**src/rtl/ws_mac_pkg.sv**
```systemverilog
// ws_mac_pkg: shared default widths, weight-state enum and signed round-shift helper for the MAC PE
package ws_mac_pkg;
  localparam int DATA_W_D = 8;
  localparam int WEIGHT_W_D = 8;
  localparam int ACC_W_D = 20;
  localparam int OUT_W_D = 8;
  localparam int SHIFT_D = 8;
  typedef enum logic {NO_W, HAVE_W} w_state_t;
  function automatic logic signed [63:0] round_shift(input logic signed [63:0] v, input int unsigned sh);
    return (v + (64'sd1 <<< (sh - 1))) >>> sh;
  endfunction
endpackage

```
**src/rtl/ws_mac_if.sv**
```systemverilog
// ws_mac_if: weight, input-stream, forwarding and output-stream signals of one MAC PE
interface ws_mac_if import ws_mac_pkg::*; #(
  parameter int DATA_W = DATA_W_D,
  parameter int WEIGHT_W = WEIGHT_W_D,
  parameter int ACC_W = ACC_W_D,
  parameter int OUT_W = OUT_W_D
);
  logic w_load;
  logic w_clear;
  logic w_loaded;
  logic signed [WEIGHT_W-1:0] w_data;
  logic in_valid;
  logic in_ready;
  logic signed [DATA_W-1:0] x_data;
  logic signed [ACC_W-1:0] psum_in;
  logic signed [DATA_W-1:0] x_fwd;
  logic x_fwd_valid;
  logic out_valid;
  logic out_ready;
  logic signed [ACC_W-1:0] psum_out;
  logic signed [OUT_W-1:0] q_out;
  modport master (
    output w_load, w_data, w_clear, in_valid, x_data, psum_in, out_ready,
    input w_loaded, in_ready, x_fwd, x_fwd_valid, out_valid, psum_out, q_out
  );
  modport slave (
    input w_load, w_data, w_clear, in_valid, x_data, psum_in, out_ready,
    output w_loaded, in_ready, x_fwd, x_fwd_valid, out_valid, psum_out, q_out
  );
endinterface

```
**src/rtl/ws_mac_quant.sv**
```systemverilog
// ws_mac_quant: round-half-up arithmetic shift of a partial sum to OUT_W bits; WS_MAC_SAT_EN saturates instead of truncating
module ws_mac_quant import ws_mac_pkg::*; #(
  parameter int ACC_W = ACC_W_D,
  parameter int OUT_W = OUT_W_D,
  parameter int SHIFT = SHIFT_D
) (
  input  logic signed [ACC_W-1:0] psum,
  output logic signed [OUT_W-1:0] q
);
`ifdef WS_MAC_SAT_EN
  localparam logic signed [63:0] Q_MAX = (64'sd1 <<< (OUT_W - 1)) - 64'sd1;
  localparam logic signed [63:0] Q_MIN = -(64'sd1 <<< (OUT_W - 1));
  logic signed [63:0] r;
  // clamp the rounded value into the signed OUT_W range
  always_comb begin
    r = round_shift(64'(psum), SHIFT);
    q = r > Q_MAX ? OUT_W'(Q_MAX) : r < Q_MIN ? OUT_W'(Q_MIN) : OUT_W'(r);
  end
`else
  assign q = OUT_W'(round_shift(64'(psum), SHIFT));
`endif
endmodule

```
**src/rtl/ws_mac_pe.sv**
```systemverilog
// ws_mac_pe: weight-stationary signed MAC PE, 2-stage valid/ready pipeline; WS_MAC_SAT_EN enables saturation
module ws_mac_pe import ws_mac_pkg::*; #(
  parameter int DATA_W = DATA_W_D,
  parameter int WEIGHT_W = WEIGHT_W_D,
  parameter int ACC_W = ACC_W_D,
  parameter int OUT_W = OUT_W_D,
  parameter int SHIFT = SHIFT_D
) (
  input logic clk,
  input logic reset_n,
  ws_mac_if.slave bus
);
  localparam int PW = DATA_W + WEIGHT_W;
  w_state_t w_st, w_nx;
  logic signed [WEIGHT_W-1:0] weight;
  logic s1_v;
  logic signed [PW-1:0] s1_prod;
  logic signed [ACC_W-1:0] s1_psum;
  logic signed [ACC_W-1:0] sum;
  logic signed [OUT_W-1:0] q_next;
  logic s2_adv;
  logic fire;
  assign w_nx = bus.w_load ? HAVE_W : bus.w_clear ? NO_W : w_st;
  assign s2_adv = !bus.out_valid | bus.out_ready;
  assign bus.in_ready = bus.w_loaded & (!s1_v | s2_adv);
  assign fire = bus.in_valid & bus.in_ready;
`ifdef WS_MAC_SAT_EN
  logic signed [ACC_W:0] sum_x;
  assign sum_x = (ACC_W + 1)'(s1_prod) + (ACC_W + 1)'(s1_psum);
  assign sum = sum_x[ACC_W] != sum_x[ACC_W-1] ? {sum_x[ACC_W], {(ACC_W - 1){!sum_x[ACC_W]}}} : sum_x[ACC_W-1:0];
`else
  assign sum = ACC_W'(s1_prod) + s1_psum;
`endif
  ws_mac_quant #(.ACC_W(ACC_W), .OUT_W(OUT_W), .SHIFT(SHIFT)) u_quant (.psum(sum), .q(q_next));
  // weight state: load wins over clear, the new weight is visible from the next cycle
  always_ff @(posedge clk or negedge reset_n)
    if (!reset_n) begin
      w_st <= NO_W;
      weight <= '0;
      bus.w_loaded <= 1'b0;
    end else begin
      w_st <= w_nx;
      weight <= bus.w_load ? bus.w_data : weight;
      bus.w_loaded <= w_nx == HAVE_W;
    end
  // stage 1: capture product with the weight held before this edge, plus the upstream psum
  always_ff @(posedge clk or negedge reset_n)
    if (!reset_n) begin
      s1_v <= 1'b0;
      s1_prod <= '0;
      s1_psum <= '0;
    end else if (!s1_v | s2_adv) begin
      s1_v <= fire;
      if (fire) begin
        s1_prod <= PW'(bus.x_data) * PW'(weight);
        s1_psum <= bus.psum_in;
      end
    end
  // stage 2: accumulate and quantise, held while the result waits for out_ready
  always_ff @(posedge clk or negedge reset_n)
    if (!reset_n) begin
      bus.out_valid <= 1'b0;
      bus.psum_out <= '0;
      bus.q_out <= '0;
    end else if (s2_adv) begin
      bus.out_valid <= s1_v;
      if (s1_v) begin
        bus.psum_out <= sum;
        bus.q_out <= q_next;
      end
    end
  // forward each accepted activation to the neighbour as a one-cycle pulse
  always_ff @(posedge clk or negedge reset_n)
    if (!reset_n) begin
      bus.x_fwd_valid <= 1'b0;
      bus.x_fwd <= '0;
    end else begin
      bus.x_fwd_valid <= fire;
      if (fire) bus.x_fwd <= bus.x_data;
    end
endmodule

```
**src/flat_wrapper.sv**
```systemverilog
// flat-port wrapper written by rule: the top's interface ports become plain ports
module ws_mac_pe_flat import ws_mac_pkg::*;
#(
  parameter int DATA_W = DATA_W_D,
  parameter int WEIGHT_W = WEIGHT_W_D,
  parameter int ACC_W = ACC_W_D,
  parameter int OUT_W = OUT_W_D,
  parameter int SHIFT = SHIFT_D
)
  (clk, reset_n, bus_w_load, bus_w_data, bus_w_clear, bus_in_valid, bus_x_data, bus_psum_in, bus_out_ready, bus_w_loaded, bus_in_ready, bus_x_fwd, bus_x_fwd_valid, bus_out_valid, bus_psum_out, bus_q_out);
  ws_mac_if #(.DATA_W(DATA_W), .WEIGHT_W(WEIGHT_W), .ACC_W(ACC_W), .OUT_W(OUT_W)) bus_i ();
  input logic clk;
  input logic reset_n;
  input wire logic [$bits(bus_i.w_load)-1:0] bus_w_load;
  input wire logic [$bits(bus_i.w_data)-1:0] bus_w_data;
  input wire logic [$bits(bus_i.w_clear)-1:0] bus_w_clear;
  input wire logic [$bits(bus_i.in_valid)-1:0] bus_in_valid;
  input wire logic [$bits(bus_i.x_data)-1:0] bus_x_data;
  input wire logic [$bits(bus_i.psum_in)-1:0] bus_psum_in;
  input wire logic [$bits(bus_i.out_ready)-1:0] bus_out_ready;
  output wire logic [$bits(bus_i.w_loaded)-1:0] bus_w_loaded;
  output wire logic [$bits(bus_i.in_ready)-1:0] bus_in_ready;
  output wire logic [$bits(bus_i.x_fwd)-1:0] bus_x_fwd;
  output wire logic [$bits(bus_i.x_fwd_valid)-1:0] bus_x_fwd_valid;
  output wire logic [$bits(bus_i.out_valid)-1:0] bus_out_valid;
  output wire logic [$bits(bus_i.psum_out)-1:0] bus_psum_out;
  output wire logic [$bits(bus_i.q_out)-1:0] bus_q_out;
  assign bus_i.w_load = bus_w_load;
  assign bus_i.w_data = bus_w_data;
  assign bus_i.w_clear = bus_w_clear;
  assign bus_i.in_valid = bus_in_valid;
  assign bus_i.x_data = bus_x_data;
  assign bus_i.psum_in = bus_psum_in;
  assign bus_i.out_ready = bus_out_ready;
  assign bus_w_loaded = bus_i.w_loaded;
  assign bus_in_ready = bus_i.in_ready;
  assign bus_x_fwd = bus_i.x_fwd;
  assign bus_x_fwd_valid = bus_i.x_fwd_valid;
  assign bus_out_valid = bus_i.out_valid;
  assign bus_psum_out = bus_i.psum_out;
  assign bus_q_out = bus_i.q_out;
  ws_mac_pe #(.DATA_W(DATA_W), .WEIGHT_W(WEIGHT_W), .ACC_W(ACC_W), .OUT_W(OUT_W), .SHIFT(SHIFT)) u_core (.clk(clk), .reset_n(reset_n), .bus(bus_i));
endmodule
```
**config.mk**
```make
export PLATFORM = sky130hd
export DESIGN_NAME = ws_mac_pe_flat
export DESIGN_NICKNAME = d
export VERILOG_FILES = /design/src/rtl/ws_mac_pkg.sv /design/src/rtl/ws_mac_if.sv /design/src/rtl/ws_mac_quant.sv /design/src/rtl/ws_mac_pe.sv /design/src/flat_wrapper.sv
export SDC_FILE = /design/constraint.sdc
export NUM_CORES = 1
export LEC_CHECK = 0
export BUFFER_PORTS_ARGS = -buffer_cell sky130_fd_sc_hd__buf_4
export CAP_MARGIN = 15
export CORE_MARGIN = 2
export CORE_UTILIZATION = 42
export DETAILED_ROUTE_END_ITERATION = 8
export MAX_ROUTING_LAYER = met4
export SYNTH_ARGS = -nofsm -noshare
export SYNTH_HDL_FRONTEND = slang
export SYNTH_SLANG_ARGS = --single-unit
```
**constraint.sdc**
```tcl
create_clock -name clk -period 7.35 [get_ports clk]
set_input_delay 1.47 -clock clk [delete_from_list [all_inputs] [get_ports clk]]
set_output_delay 1.47 -clock clk [all_outputs]
set_load 0.1 [all_outputs]
```
==> results_dict.tcl <==
set metrics [dict create \
    rows 46 \
    io_buffers 81 \
    synth_area_per_cell_sq_um 9.37 \
    first_pass_iters 4 \
    routedWlPerCell_microns 14.1 \
    post-route-util 0.506 \
    holdWs_ps 478 \
    fin_ws_ps 2060 \
    synth-edff-count 0 \
    rsz0062_at_grt "false" \
    seq_area_frac_synth 0.303 \
    ys_warn_count 0 \
    cp_max_fo 9 \
    fin_cells 1034 \
    drc_errors 0 \
    clk_path_buf_depth 2 \
    cts_max_level 3 \
    die_x_microns 133 \
    hold_buffers 0 \
    cpPeakStageDelay_ps 550 \
    synth_common_cells "147 x nand2_1, 99 x inv_1, 84 x dfrtp_1" \
    arrival_ps 5570 \
    postCtsSetupRepairBufs 0 \
    filler_cell_count 1516 \
    grtUsageTotal 0.183 \
    setup-tns-final_ps 0 \
    synthToLayoutAreaGrowth_pct 16.7 \
    drv_cap 0 \
    endpoint_kind "flip-flop" \
    vias_per_cell 4.92 \
    tightestPinTransition_ps 985 \
    grt_start_max_net_pins 85 \
    dieArea_sq_mm 0.0176 \
    drive_above_1_share 0.178 \
    synth_area_sq_mm 0.00694 \
    pre_cts_slack_ps 1700 \
    crit_path_start_kind "primary input" \
    fin_nets 960 \
    outcome "finished, final reports clean" \
    hold_viol_final 0 \
    power_density_mw_per_mm2 488 \
    via_count 5085 \
    synthTopCellsByArea "dfrtp_1 30%, fa_1 16%, ha_1 8.8%, nand2_1 8.0%, inv_1 5.4%" \
    hp-class "reg -> reg" \
    synthCells 741 \
    cts_sinks 84 \
    grt_pass1_vias 5314 \
    synth.top_cell.area_share 0.303 \
    dp_cells 1017 \
    ios 82 \
    grt_first_pass_wirelength_microns 25500 \
    clkTransAtPathRegs_ps 70 \
    hpwl_microns 11400 \
    layout_min_cycle_time_ps 5290 \
    maxSlewViolCount 0 \
    leakagePower_nw 3.95 \
    route.final.wire_length_microns 14600 \
    ys_ff_latch 84 \
    relSlewSlack 0.341 \
    initial_core_util 0.434 \
    globalRoute.totalOverflow 0 \
    async_flop_share 1.00 \
    ys_types 66 \
    critPathMostFrequentCell "fa_1" \
    required_ps 7640 \
    ys.flop_type "dfrtp_1" \
    crit_chain "buf_4 > nand2b_1 > fa_1 > fa_1 > inv_1 > fa_1 > inv_1 > fa_1 > inv_1 > ha_1 > o21ai_0 > a21oi_1 > o21a_1 > o21a_1 > o211ai_1 > a2111oi_0 > nand3b_1" \
    fin_skew_ps 7.38 \
    setup_violations 0 \
    coreArea_sq_mm 0.0160 \
    syn-num-nets 888 \
    crit_type "in -> reg" \
    cts_root_buf "clkbuf_16" \
    antenna_found_initial 0 \
    critPathSlowestCell "fa_1" \
    peakVddDrop_mv 0.333 \
    fin_crit_sh 0.720 \
    drt_iter0_drc 156 \
    die_h_microns 133 \
    tritoncts "yes" \
    fmax_mhz 189 \
    synth.largest_area_cell "dfrtp_1" \
    diodes 0 \
    numCtsBuffers 9 \
    antenna_left 0 \
    worstSkewPairLatency_ps 350 \
    post_cts_resized 0 \
    gp_congestion 0.842 \
    yosysMostFrequentCell "nand2_1" \
]
-- kinds of logic (layout without fill, tap and decap cells) --
logic type	count (synthesis)	after routing	synth area share
flip-flops	84	84	0.303
buffers and inverters	123	200	0.0683
multiplexers	24	24	0.0382
AO/OA/AOI/OAI	106	106	0.118
AND/OR/NAND/NOR	269	269	0.182
XOR/XNOR	30	30	0.0406
adder cells (fa/ha/maj)	105	105	0.250
-- layout by cell type (no fill, tap or decap), types with 2 or more instances in the layout --
cell,n
nor2b_1,8
mux2i_1,4
nor4_2,2
mux2_2,20
and3_1,3
clkbuf_16,9
fa_1,56
xor2_1,9
a211oi_1,8
bufinv_16,2
nand3b_1,3
a21o_1,5
nor3_1,16
a31oi_1,2
dfrtp_1,84
o21ai_1,3
o21ai_0,28
nand2_2,2
nand3_1,9
nand4_1,4
o21a_1,9
o311ai_0,3
ha_1,49
buf_4,83
and2_1,41
xnor2_1,20
nor2_1,17
clkbuf_8,2
inv_1,99
a21oi_1,16
o31ai_1,5
a311oi_2,2
nand2_1,146
o41ai_2,2
or2_2,2
nand2b_1,12
-- path summary, 6_finish.rpt --
| check | from | endpoint | slack (ps) | depth (start not counted) |
|---|---|---|---|---|
| setup / recovery | bus_x_data[0] | u_core.s1_prod[14] | 2060 | 17 |
| hold / removal | u_core.bus.psum_out[17] | u_core.bus.psum_out[17] | 480 | 2 |
| setup reg to reg | u_core.weight[4] | u_core.s1_prod[14] | 2770 | 17 |
| hold reg to reg | u_core.bus.psum_out[17] | u_core.bus.psum_out[17] | 480 | 2 |
| max in group asynchronous | reset_n | u_core.s1_prod[5] | 5650 | 2 |
| min in group asynchronous | reset_n | u_core.bus.psum_out[1] | 1090 | 1 |
-- metal layers --
metal  up-vias  track usage  part of all wire
li1       2557            -                 -
met1      2409        0.241              0.48
met3        25       0.0307             0.038
met2        94        0.288              0.46
met4         0       0.0639             0.020
met5         -            -                 0
-- sequential cells by signal, indices dropped and copies added, names as in the netlist --
signal	cells
u_core.bus.out_valid	1
u_core.bus.q_out	8
u_core.bus.w_loaded	1
u_core.s1_psum	20
u_core.weight	8
u_core.bus.psum_out	20
u_core.bus.x_fwd	8
u_core.s1_v	1
u_core.s1_prod	16
u_core.bus.x_fwd_valid	1
-- power breakdown --
| part | total [mW] | internal, mW | switching [mW] |
|---|---|---|---|
| Clock | 0.520 | 0.318 | 0.202 |
| Sequential | 0.711 | 0.615 | 0.0965 |
| Combinational | 2.73 | 0.967 | 1.76 |
-- cell type report --
class,count,area (sq um),area share
flip-flops and latches,84,2100,0.259
clock buffers,11,253,0.0312
well taps,216,270,0.0334
clock inverters,5,82.6,0.0102
repair buffers,84,651,0.0803
multi-input cells,534,4370,0.539
inverters,100,375,0.0463
-- metrics by stage --
step	total power [mW]	cell area, sq um
finish	3.96	8100
global route	4.31	8100
CTS	4.00	8070
detailed placement	3.46	7740
global placement	3.39	7740
floorplan	2.94	6940
-- worst max-delay path: cells and delay by family --
family | cells | cell delay [ps]
AO/OA/AOI/OAI | 6 | 1080
AND/OR/NAND/NOR | 2 | 330
buffers and inverters | 4 | 290
adder cells (fa/ha/maj) | 5 | 2390
No activity file was read; power rests on OpenSTA's default activity.
